`config.mk`:
```
export PLATFORM = sky130hd
export DESIGN_NAME = audio_capture_ctrl
export DESIGN_NICKNAME = d
export VERILOG_FILES = /design/src/rtl/audio_capture_ctrl.sv
export SDC_FILE = /design/constraint.sdc
export NUM_CORES = 1
export LEC_CHECK = 0
export CAP_MARGIN = 20
export CORE_ASPECT_RATIO = 1.4
export CORE_UTILIZATION = 40
export DETAILED_ROUTE_END_ITERATION = 12
export GPL_TIMING_DRIVEN = 0
export SETUP_SLACK_MARGIN = 0.4
export SLEW_MARGIN = 5
export SYNTH_ARGS = -nofsm -noshare
export SYNTH_HDL_FRONTEND = slang
export SYNTH_SLANG_ARGS = --single-unit
```
`constraint.sdc`:
```
create_clock -name clk_clk -period 10.4 [get_ports clk_clk]
set_input_delay 3.12 -clock clk_clk [delete_from_list [all_inputs] [get_ports clk_clk]]
set_output_delay 3.12 -clock clk_clk [all_outputs]
set_load 0.02 [all_outputs]
```
`src/rtl/audio_capture_ctrl.sv`:
```
`timescale 1ns/1ps
// Left-channel I2S capture from the codec ADC pins with windowed peak-level
// reporting over a valid/ready handshake and a sticky overrun flag.
module audio_capture_ctrl #(
    parameter int SAMPLE_WIDTH = 16,
    parameter int WINDOW_LOG2  = 8,
    parameter int SYNC_STAGES  = 2
) (
    input  logic                    clk_clk,
    input  logic                    reset_reset,
    input  logic                    audio_interface_ADCDAT,
    input  logic                    audio_interface_ADCLRCK,
    input  logic                    audio_interface_BCLK,
    input  logic                    enable,
    output logic [SAMPLE_WIDTH-1:0] sample_data,
    output logic                    sample_valid,
    output logic [SAMPLE_WIDTH-1:0] level_data,
    output logic                    level_valid,
    input  logic                    level_ready,
    output logic                    overrun,
    input  logic                    overrun_clear,
    output logic                    busy
);

    localparam int CNT_W = $clog2(SAMPLE_WIDTH + 1);
    localparam logic [CNT_W-1:0]        CNT_ZERO = CNT_W'(0);
    localparam logic [CNT_W-1:0]        CNT_ONE  = CNT_W'(1);
    localparam logic [CNT_W-1:0]        LAST_BIT = CNT_W'(SAMPLE_WIDTH - 1);
    localparam logic [WINDOW_LOG2-1:0]  WIN_ZERO = WINDOW_LOG2'(0);
    localparam logic [WINDOW_LOG2-1:0]  WIN_ONE  = WINDOW_LOG2'(1);
    localparam logic [WINDOW_LOG2-1:0]  WIN_LAST = {WINDOW_LOG2{1'b1}};
    localparam logic [SAMPLE_WIDTH-1:0] SMP_ZERO = SAMPLE_WIDTH'(0);
    localparam logic [SAMPLE_WIDTH-1:0] SMP_ONE  = SAMPLE_WIDTH'(1);
    localparam logic [SAMPLE_WIDTH-1:0] MOST_NEG = {1'b1, {(SAMPLE_WIDTH-1){1'b0}}};
    localparam logic [SAMPLE_WIDTH-1:0] MAX_POS  = {1'b0, {(SAMPLE_WIDTH-1){1'b1}}};

    typedef enum logic [2:0] {
        ST_IDLE       = 3'd0,
        ST_WAIT_FRAME = 3'd1,
        ST_SKIP       = 3'd2,
        ST_SHIFT      = 3'd3,
        ST_DONE       = 3'd4
    } state_t;

    // Magnitude with the most negative code clamped so it still fits the width.
    function automatic logic [SAMPLE_WIDTH-1:0] abs_sat(input logic [SAMPLE_WIDTH-1:0] x);
        logic [SAMPLE_WIDTH-1:0] r;
        if (x[SAMPLE_WIDTH-1] == 1'b0) begin
            r = x;
        end else if (x == MOST_NEG) begin
            r = MAX_POS;
        end else begin
            r = (~x) + SMP_ONE;
        end
        return r;
    endfunction

    logic [SYNC_STAGES-1:0]  bclk_sync_q, lrck_sync_q, dat_sync_q;
    logic                    bclk_prev_q, rise_q, dat_smp_q, lrck_smp_q, lrck_prev_q;
    state_t                  state_q, state_d;
    logic [SAMPLE_WIDTH-1:0] shift_q, shift_d;
    logic [CNT_W-1:0]        bit_cnt_q, bit_cnt_d;
    logic [SAMPLE_WIDTH-1:0] sample_data_q, sample_data_d, level_data_q, level_data_d;
    logic [SAMPLE_WIDTH-1:0] acc_q, acc_d, cur_abs_s, peak_s;
    logic [WINDOW_LOG2-1:0]  win_cnt_q, win_cnt_d;
    logic                    sample_valid_q, sample_valid_d, level_valid_q, level_valid_d;
    logic                    overrun_q, overrun_d, busy_q, busy_d, done_s, ovr_set_s;

    // Pin synchronizers; rise_q and the data/frame samples come out aligned.
    always_ff @(posedge clk_clk) begin
        if (reset_reset) begin
            bclk_sync_q <= {SYNC_STAGES{1'b0}};
            lrck_sync_q <= {SYNC_STAGES{1'b0}};
            dat_sync_q  <= {SYNC_STAGES{1'b0}};
            bclk_prev_q <= 1'b0;
            rise_q      <= 1'b0;
            dat_smp_q   <= 1'b0;
            lrck_smp_q  <= 1'b0;
            lrck_prev_q <= 1'b0;
        end else begin
            bclk_sync_q <= {bclk_sync_q[SYNC_STAGES-2:0], audio_interface_BCLK};
            lrck_sync_q <= {lrck_sync_q[SYNC_STAGES-2:0], audio_interface_ADCLRCK};
            dat_sync_q  <= {dat_sync_q[SYNC_STAGES-2:0], audio_interface_ADCDAT};
            bclk_prev_q <= bclk_sync_q[SYNC_STAGES-1];
            rise_q      <= bclk_sync_q[SYNC_STAGES-1] & ~bclk_prev_q;
            dat_smp_q   <= dat_sync_q[SYNC_STAGES-1];
            lrck_smp_q  <= lrck_sync_q[SYNC_STAGES-1];
            if (rise_q) begin
                lrck_prev_q <= lrck_smp_q;
            end
        end
    end

    // FSM state register and shift path
    always_ff @(posedge clk_clk) begin
        if (reset_reset) begin
            state_q   <= ST_IDLE;
            shift_q   <= SMP_ZERO;
            bit_cnt_q <= CNT_ZERO;
        end else begin
            state_q   <= state_d;
            shift_q   <= shift_d;
            bit_cnt_q <= bit_cnt_d;
        end
    end

    // Next-state logic; the rise after the frame edge is the I2S delay slot.
    always_comb begin
        state_d   = state_q;
        shift_d   = shift_q;
        bit_cnt_d = bit_cnt_q;
        if (!enable) begin
            state_d   = ST_IDLE;
            bit_cnt_d = CNT_ZERO;
        end else begin
            case (state_q)
                ST_IDLE: begin
                    state_d = ST_WAIT_FRAME;
                end
                ST_WAIT_FRAME: begin
                    if (rise_q && lrck_prev_q && !lrck_smp_q) begin
                        state_d = ST_SKIP;
                    end else begin
                        state_d = ST_WAIT_FRAME;
                    end
                end
                ST_SKIP: begin
                    if (rise_q) begin
                        shift_d   = {shift_q[SAMPLE_WIDTH-2:0], dat_smp_q};
                        bit_cnt_d = CNT_ONE;
                        state_d   = ST_SHIFT;
                    end else begin
                        state_d = ST_SKIP;
                    end
                end
                ST_SHIFT: begin
                    if (!rise_q) begin
                        state_d = ST_SHIFT;
                    end else if (lrck_smp_q && (bit_cnt_q != LAST_BIT)) begin
                        state_d   = ST_WAIT_FRAME;
                        bit_cnt_d = CNT_ZERO;
                    end else begin
                        shift_d   = {shift_q[SAMPLE_WIDTH-2:0], dat_smp_q};
                        bit_cnt_d = bit_cnt_q + CNT_ONE;
                        if (bit_cnt_q == LAST_BIT) begin
                            state_d = ST_DONE;
                        end else begin
                            state_d = ST_SHIFT;
                        end
                    end
                end
                ST_DONE: begin
                    state_d   = ST_WAIT_FRAME;
                    bit_cnt_d = CNT_ZERO;
                end
                default: begin
                    state_d   = ST_IDLE;
                    bit_cnt_d = CNT_ZERO;
                end
            endcase
        end
    end

    // Output and peak-window logic; the DONE cycle is the window-completion cycle.
    always_comb begin
        cur_abs_s      = abs_sat(sample_data_q);
        peak_s         = (cur_abs_s > acc_q) ? cur_abs_s : acc_q;
        done_s         = (state_q == ST_DONE) && enable;
        sample_data_d  = sample_data_q;
        sample_valid_d = (state_d == ST_DONE);
        acc_d          = acc_q;
        win_cnt_d      = win_cnt_q;
        level_data_d   = level_data_q;
        level_valid_d  = level_valid_q;
        ovr_set_s      = 1'b0;
        busy_d         = (state_d != ST_IDLE);
        if (state_d == ST_DONE) begin
            sample_data_d = shift_d;
        end else begin
            sample_data_d = sample_data_q;
        end
        if (!enable) begin
            acc_d     = SMP_ZERO;
            win_cnt_d = WIN_ZERO;
        end else if (done_s) begin
            win_cnt_d = win_cnt_q + WIN_ONE;
            acc_d     = (win_cnt_q == WIN_LAST) ? SMP_ZERO : peak_s;
        end else begin
            acc_d     = acc_q;
            win_cnt_d = win_cnt_q;
        end
        if (done_s && (win_cnt_q == WIN_LAST)) begin
            if (!level_valid_q || level_ready) begin
                level_data_d  = peak_s;
                level_valid_d = 1'b1;
            end else begin
                ovr_set_s = 1'b1;
            end
        end else if (level_valid_q && level_ready) begin
            level_valid_d = 1'b0;
        end else begin
            level_valid_d = level_valid_q;
        end
        if (ovr_set_s) begin
            overrun_d = 1'b1;
        end else if (overrun_clear) begin
            overrun_d = 1'b0;
        end else begin
            overrun_d = overrun_q;
        end
    end

    // Registered outputs and window state
    always_ff @(posedge clk_clk) begin
        if (reset_reset) begin
            sample_data_q  <= SMP_ZERO;
            sample_valid_q <= 1'b0;
            level_data_q   <= SMP_ZERO;
            level_valid_q  <= 1'b0;
            overrun_q      <= 1'b0;
            busy_q         <= 1'b0;
            acc_q          <= SMP_ZERO;
            win_cnt_q      <= WIN_ZERO;
        end else begin
            sample_data_q  <= sample_data_d;
            sample_valid_q <= sample_valid_d;
            level_data_q   <= level_data_d;
            level_valid_q  <= level_valid_d;
            overrun_q      <= overrun_d;
            busy_q         <= busy_d;
            acc_q          <= acc_d;
            win_cnt_q      <= win_cnt_d;
        end
    end

    assign sample_data  = sample_data_q;
    assign sample_valid = sample_valid_q;
    assign level_data   = level_data_q;
    assign level_valid  = level_valid_q;
    assign overrun      = overrun_q;
    assign busy         = busy_q;

endmodule

```
Yosys cells after proc, flatten, opt, wreduce, memory -nomap -nowiden
Index checks and enable logic that the tools add are counted.
{"block": "classes", "addsub": 3, "n_lt_le_gt_ge": 1, "n_eq_ne": 12, "n_mux": 27, "bitwise": 5, "n_reduce_logical": 19}
{"cell": "$mux W16", "count": 8}
{"cell": "$pmux W16 S2", "count": 1}
{"cell": "$add A16 B1 Y16 const B", "count": 1}
{"cell": "$eq A16 B16 Y1 const B", "count": 1}
{"cell": "$gt A16 B16 Y1", "count": 1}
{"cell": "$not A16 Y16", "count": 1}
{"cell": "$mux W5", "count": 3}
{"cell": "$pmux W5 S3", "count": 1}
{"cell": "$mux W3", "count": 4}
{"cell": "$pmux W3 S4", "count": 1}
{"cell": "$add A8 B1 Y8 const B", "count": 1}
{"cell": "$eq A8 B8 Y1 const B", "count": 1}
{"cell": "$mux W1", "count": 8}
{"cell": "$eq A3 B2 Y1 const B", "count": 2}
{"cell": "$eq A3 B3 Y1 const B", "count": 2}
{"cell": "$logic_and A1 B1 Y1", "count": 6}
{"cell": "$reduce_or A2 Y1", "count": 3}
{"cell": "$add A5 B1 Y5 const B", "count": 1}
{"cell": "$eq A5 B4 Y1 const B", "count": 1}
{"cell": "$ne A5 B4 Y1 const B", "count": 1}
{"cell": "$ne A2 B2 Y1 const B", "count": 2}
{"cell": "$reduce_and A2 Y1", "count": 2}
{"cell": "$reduce_bool A2 Y1", "count": 2}
{"cell": "$eq A3 B1 Y1 const B", "count": 1}
{"cell": "9 further kinds", "count": 12}
{"block": "totals", "regBits": 95, "in_bits": 8, "out_inout_bits": 36, "elab_cells": 86}

Logic depth before layout (Yosys ltp)
{"block": "logic_depth", "depth_word": 7, "depth_mapped": 15, "mapped_depth_nobuf": 13}

Worst setup path after synthesis
OpenSTA, ideal clock, no wires.
{"block": "synth_timing", "kind": "input-to-reg", "from": "in enable", "to": "reg level_data_q[7], in the netlist level_data[7]", "arrival_ns": 4.525, "t_required_ns": 10.338, "setup_slack_ns": 5.813, "path_stages": 6, "path_buffers": 1, "cell_sequence": "nand4bb_1 > nor4_1 > nand2_1 > clkbuf_1 > or4_1 > nand3_1"}
{"block": "synth_between", "elab_chain_cells": 3}
{"element": "start: declaration", "line": "14", "rtl": "input logic enable,"}
{"element": "$logic_and A1 B1 Y1", "line": "168", "rtl": "done_s = (state_q == ST_DONE) && enable;"}
{"element": "$logic_and A1 B1 Y1", "line": "192", "rtl": "if (done_s && (win_cnt_q == WIN_LAST)) begin"}
{"element": "$reduce_and A2 Y1 (no line)"}
{"element": "end signal: assignment", "line": "227", "rtl": "level_data_q <= level_data_d;"}
{"element": "end: declaration", "line": "63", "rtl": "logic [SAMPLE_WIDTH-1:0] sample_data_q, sample_data_d, level_data_q, level_data_d;"}
Every way passes these cells.
A chain may end at the register's enable or synchronous reset.

Worst setup path after layout
{"block": "layout_timing", "from": "in enable", "to": "reg level_data_q[12], in the netlist level_data[12]"}
The elaborated chain is that of the path after synthesis.

==> metrics.md <==
| Metric | Value |
|---|---|
| Cell with the most instances after synthesis | sky130_fd_sc_hd__dfxtp_1 |
| Number of buffers and inverters on the critical path | 2 |
| Row count | 45 |
| DP Cell Count | around 700 |
| DIE AREA | ~0.012 mm² |
| Outcome | complete, no violations |
| Count of nets left with antenna violations after detail routing | 0 |
| Total power | just over 0.7 mW |
| CTS Hold Bufs | 0 |
| Shortest period the worst path allows | 5.395 ns |
| Number of slew-limit violations in the final report | 0 |
| Unique masters post-synth | between 50 and 60 |
| Inserted Clock Buffers | 9 |
| Total power divided by cell area | about 130 mW/mm² |
| Fraction of the cycle the final worst path needs | roughly 52% |
| Post-CTS setup repair buffer count | 0 |
| Transition time at the pin with the least slew margin | around 0.75 ns |
| Share of synthesized cell area in and, or, nand and nor gates | a little under a quarter |
| Maximum count of clock buffers along a single path | 2 |
| Most used cell, CP | sky130_fd_sc_hd__nor2_1 |
| Vias in the first global route | 3,697 |
| Routability-driven placement congestion ratio | 0.8973 |
| Crit-path cells | clkdlybuf4s50_1 -> nand4bb_1 -> nor3_1 -> nand3_1 -> nor2_1 -> clkbuf_1 -> nor2_1 -> a311oi_2 |
| Synth area leader | sky130_fd_sc_hd__dfxtp_1 |
| Worst voltage drop across the vdd grid | about 100 µV |
| Post-synthesis compound-gate area fraction | roughly 17% |
| Iteration-0 DRC Markers | 136 |
| IO buf count | 43 |
| Worst clock skew | ~0.0062 ns |
| Critical path class | input port to register |
| Detailed-route vias per instance | ~5.4 |
| Crit Path Max Fanout | 10 |
| Most area-consuming cells after synthesis | sky130_fd_sc_hd__dfxtp_1 (42%), sky130_fd_sc_hd__ha_1 (5.5%), sky130_fd_sc_hd__nor2_1 (5.4%), sky130_fd_sc_hd__mux2i_1 (4.6%), sky130_fd_sc_hd__nand2_1 (4.3%) |
| Xor and xnor area share after synthesis | between 2 and 2.5% |
| Mean post-synth cell area | slightly below 9 µm² |
| Antenna Cells | 0 |
| Clock Sinks | 95 |
| TNS Setup | 0 ns |
| DRC | 0 |
| Worst path required time | ~11 ns |
| Normalized max-slew margin | around 50% |
| Wirelength, routed | between 10,000 and 15,000 µm |
| Slowest cell on the critical path | sky130_fd_sc_hd__clkdlybuf4s50_1 |
| Mux share of post-synthesis cell area | under 10% |
| Post-placement setup slack | between 4 and 5 ns |
| Effective utilization at floorplan | approximately two fifths |
| Detailed-routing iteration count for the pre-antenna-repair pass | 5 |
| Area overhead of the layout relative to synthesis | 19.70% |
| Horizontal die dimension | just over 90 µm |
| HPWL after detailed placement | about 8500 µm |
| GRT Resource Usage Total | approximately a fifth |
| Vert. Die Dim | between 100 and 150 µm |
| Number of failing setup endpoints in the final timing report | 0 |
| Leakage power total | about 1.9 nW |
| Crit path setup slack, layout | ~5.0 ns |
| Unrepaired setup endpoints after global routing | false |
| Finished Layout Cells | 714 |
| Vias | approximately 3,900 |
| Routed length per instance | 15.82 µm |
| Data arrival time of the critical path | 5.65 ns |
| Most common flop cell mapped by yosys | sky130_fd_sc_hd__dfxtp_1 |
| Yosys reg bits | 95 |
| Number of synthesized flops with an enable pin | 0 |
| Fin Hold WS | a little under 0.4 ns |
| Final design instance area without fill | 0.005458 mm² |
| Core occupancy in the finished layout | between 40 and 50% |
| Area share of the largest cell type after synthesis | 41.71% |
| Total count of hold-check failures in the final report | 0 |
| Max_cap viols | 0 |
| H-tree lvl count | 3 |
| Number of cells produced by synthesis | between 500 and 600 |
| Highest Clock Rate | ~190 MHz |
| Post-Syn Area | ~0.0046 mm² |
| Pin count of the biggest net entering global routing | 19 |
| Number of inserted filler cells in the final layout | between 1,000 and 1,500 |
| Maximum single-stage delay on the critical path | ~0.55 ns |
| Total core area | ~0.011 mm² |
| Share of synthesized flip-flops with an asynchronous set or reset | 0% |
| Number of gates given a new drive strength after cts | 0 |
| Placed standard-cell area | roughly 0.0052 mm² |
| CTS tree | yes |
| Warnings, synthesis | 0 |
| Net Count, Synth | 542 |
| Critical path endpoint category | register |
| Most used standard cells in the synthesized netlist | sky130_fd_sc_hd__dfxtp_1 (95), sky130_fd_sc_hd__nor2_1 (66), sky130_fd_sc_hd__nand2_1 (52) |
| Ports | 44 |
| Master cell of the clock root buffer | sky130_fd_sc_hd__clkbuf_16 |
| Latest clock arrival within the worst-skew pair | approximately 0.35 ns |
| Synth Area in Adders | around 5.5% |
| Share of post-route cells with drive strength above 1 | about 8% |
| Type of the worst min-delay path | register to register |
| CP Launch Type | input port |
| Number of nets in the finished design | a little under 600 |
| Number of antenna violations at the first check in global routing | 0 |
| Top delay family on crit path | simple AND/OR/NAND/NOR gates |
| Overall overflow remaining after global route | 0 |
| Global-route wire length before repair | 18,350 µm |
| Clock slew seen by the registers of the worst setup and hold paths | around 0.070 ns |
| Proportion of synthesized chip area in sequential cells | a little over two fifths |
| Largest family of logic cells by synthesized area | simple AND/OR/NAND/NOR gates |
==> flip-flops by register name, summed over array words and instances, names as in the netlist <==
signal	count
acc_q	16
level_data	16
sample_data	16
shift_q	16
win_cnt_q	8
bit_cnt_q	5
state_q	3
bclk_sync_q	2
dat_sync_q	2
lrck_sync_q	2
bclk_prev_q	1
busy	1
dat_smp_q	1
level_valid	1
lrck_prev_q	1
lrck_smp_q	1
overrun	1
rise_q	1
sample_valid	1
==> where the power goes <==
part	internal, mW	switching (mW)
registers	0.365	0.000471
logic	0.00571	0.0116
clock network	0.168	0.154
total	0.539	0.166
==> cell families (layout without fill, tap and decap cells) <==
kind of cell | Yosys count | after routing
muxes | 24 | 24
adders and majority gates | 20 | 20
buffers and inverters | 57 | 116
and+or+nand+nor | 208 | 208
AOI/OAI and AO/OA | 97 | 97
DFF | 95 | 95
xor gates and xnor gates | 13 | 13
==> area by class of cell <==
cell class	instances	area, µm²	area share [%]
tap	141	176.4	3.232
multi-input combinational	362	2427	44.48
inverter	25	93.84	1.719
buffer	32	136.4	2.499
clock buffer	9	225.2	4.127
sequential	95	1902	34.85
timing repair buffer	43	430.4	7.886
clock inverter	7	66.31	1.215
==> worst paths after layout <==
check | startpoint | slack [ns] | to | cells past startpoint
hold reg to reg | bclk_prev_q$_SDFF_PP0_ | 0.39 | rise_q$_SDFF_PP0_ | 1
setup reg to reg | sample_data[6]$_SDFFE_PP0P_ | 5.88 | acc_q[9]$_SDFFE_PP0P_ | 12
hold / removal | bclk_prev_q$_SDFF_PP0_ | 0.39 | rise_q$_SDFF_PP0_ | 1
setup / recovery | enable | 5.00 | level_data[12]$_SDFFE_PP0P_ | 8
==> routing by layer <==
metal / track usage [%] / wire length, µm / share of wire, % / vias to the layer above
met5: 0 / 0 / 0 / -
li1: - / - / - / 1955
met2: 34.55 / 5500 / 49 / 77
met1: 24.62 / 5126 / 45 / 1833
met4: 8.180 / 240 / 2.1 / 0
met3: 3.321 / 426 / 3.8 / 17
==> layout by cell type (no fill, tap or decap), types with 5 or more instances in the layout <==
| master | netlist | routed |
|---|---|---|
| sky130_fd_sc_hd__nand3_1 | 13 | 13 |
| sky130_fd_sc_hd__nor4_1 | 7 | 7 |
| sky130_fd_sc_hd__o32ai_1 | 16 | 16 |
| sky130_fd_sc_hd__clkbuf_1 | 24 | 24 |
| sky130_fd_sc_hd__inv_1 | 25 | 25 |
| sky130_fd_sc_hd__or4_1 | 10 | 10 |
| sky130_fd_sc_hd__nor3_1 | 6 | 6 |
| sky130_fd_sc_hd__nor3b_1 | 5 | 5 |
| sky130_fd_sc_hd__ha_1 | 20 | 20 |
| sky130_fd_sc_hd__a211oi_1 | 16 | 16 |
| sky130_fd_sc_hd__o21ai_0 | 5 | 5 |
| sky130_fd_sc_hd__xnor2_1 | 5 | 5 |
| sky130_fd_sc_hd__a21oi_1 | 24 | 24 |
| sky130_fd_sc_hd__nand2_1 | 52 | 52 |
| sky130_fd_sc_hd__dfxtp_1 | 95 | 95 |
| sky130_fd_sc_hd__clkdlybuf4s50_1 | 0 | 43 |
| sky130_fd_sc_hd__mux2i_1 | 21 | 21 |
| sky130_fd_sc_hd__nor2b_1 | 18 | 18 |
| sky130_fd_sc_hd__xor2_1 | 8 | 8 |
| sky130_fd_sc_hd__nand3b_1 | 6 | 6 |
| sky130_fd_sc_hd__buf_2 | 7 | 7 |
| sky130_fd_sc_hd__clkbuf_16 | 0 | 9 |
| sky130_fd_sc_hd__nor2_1 | 66 | 66 |
(Power assumes the default switching activity.)
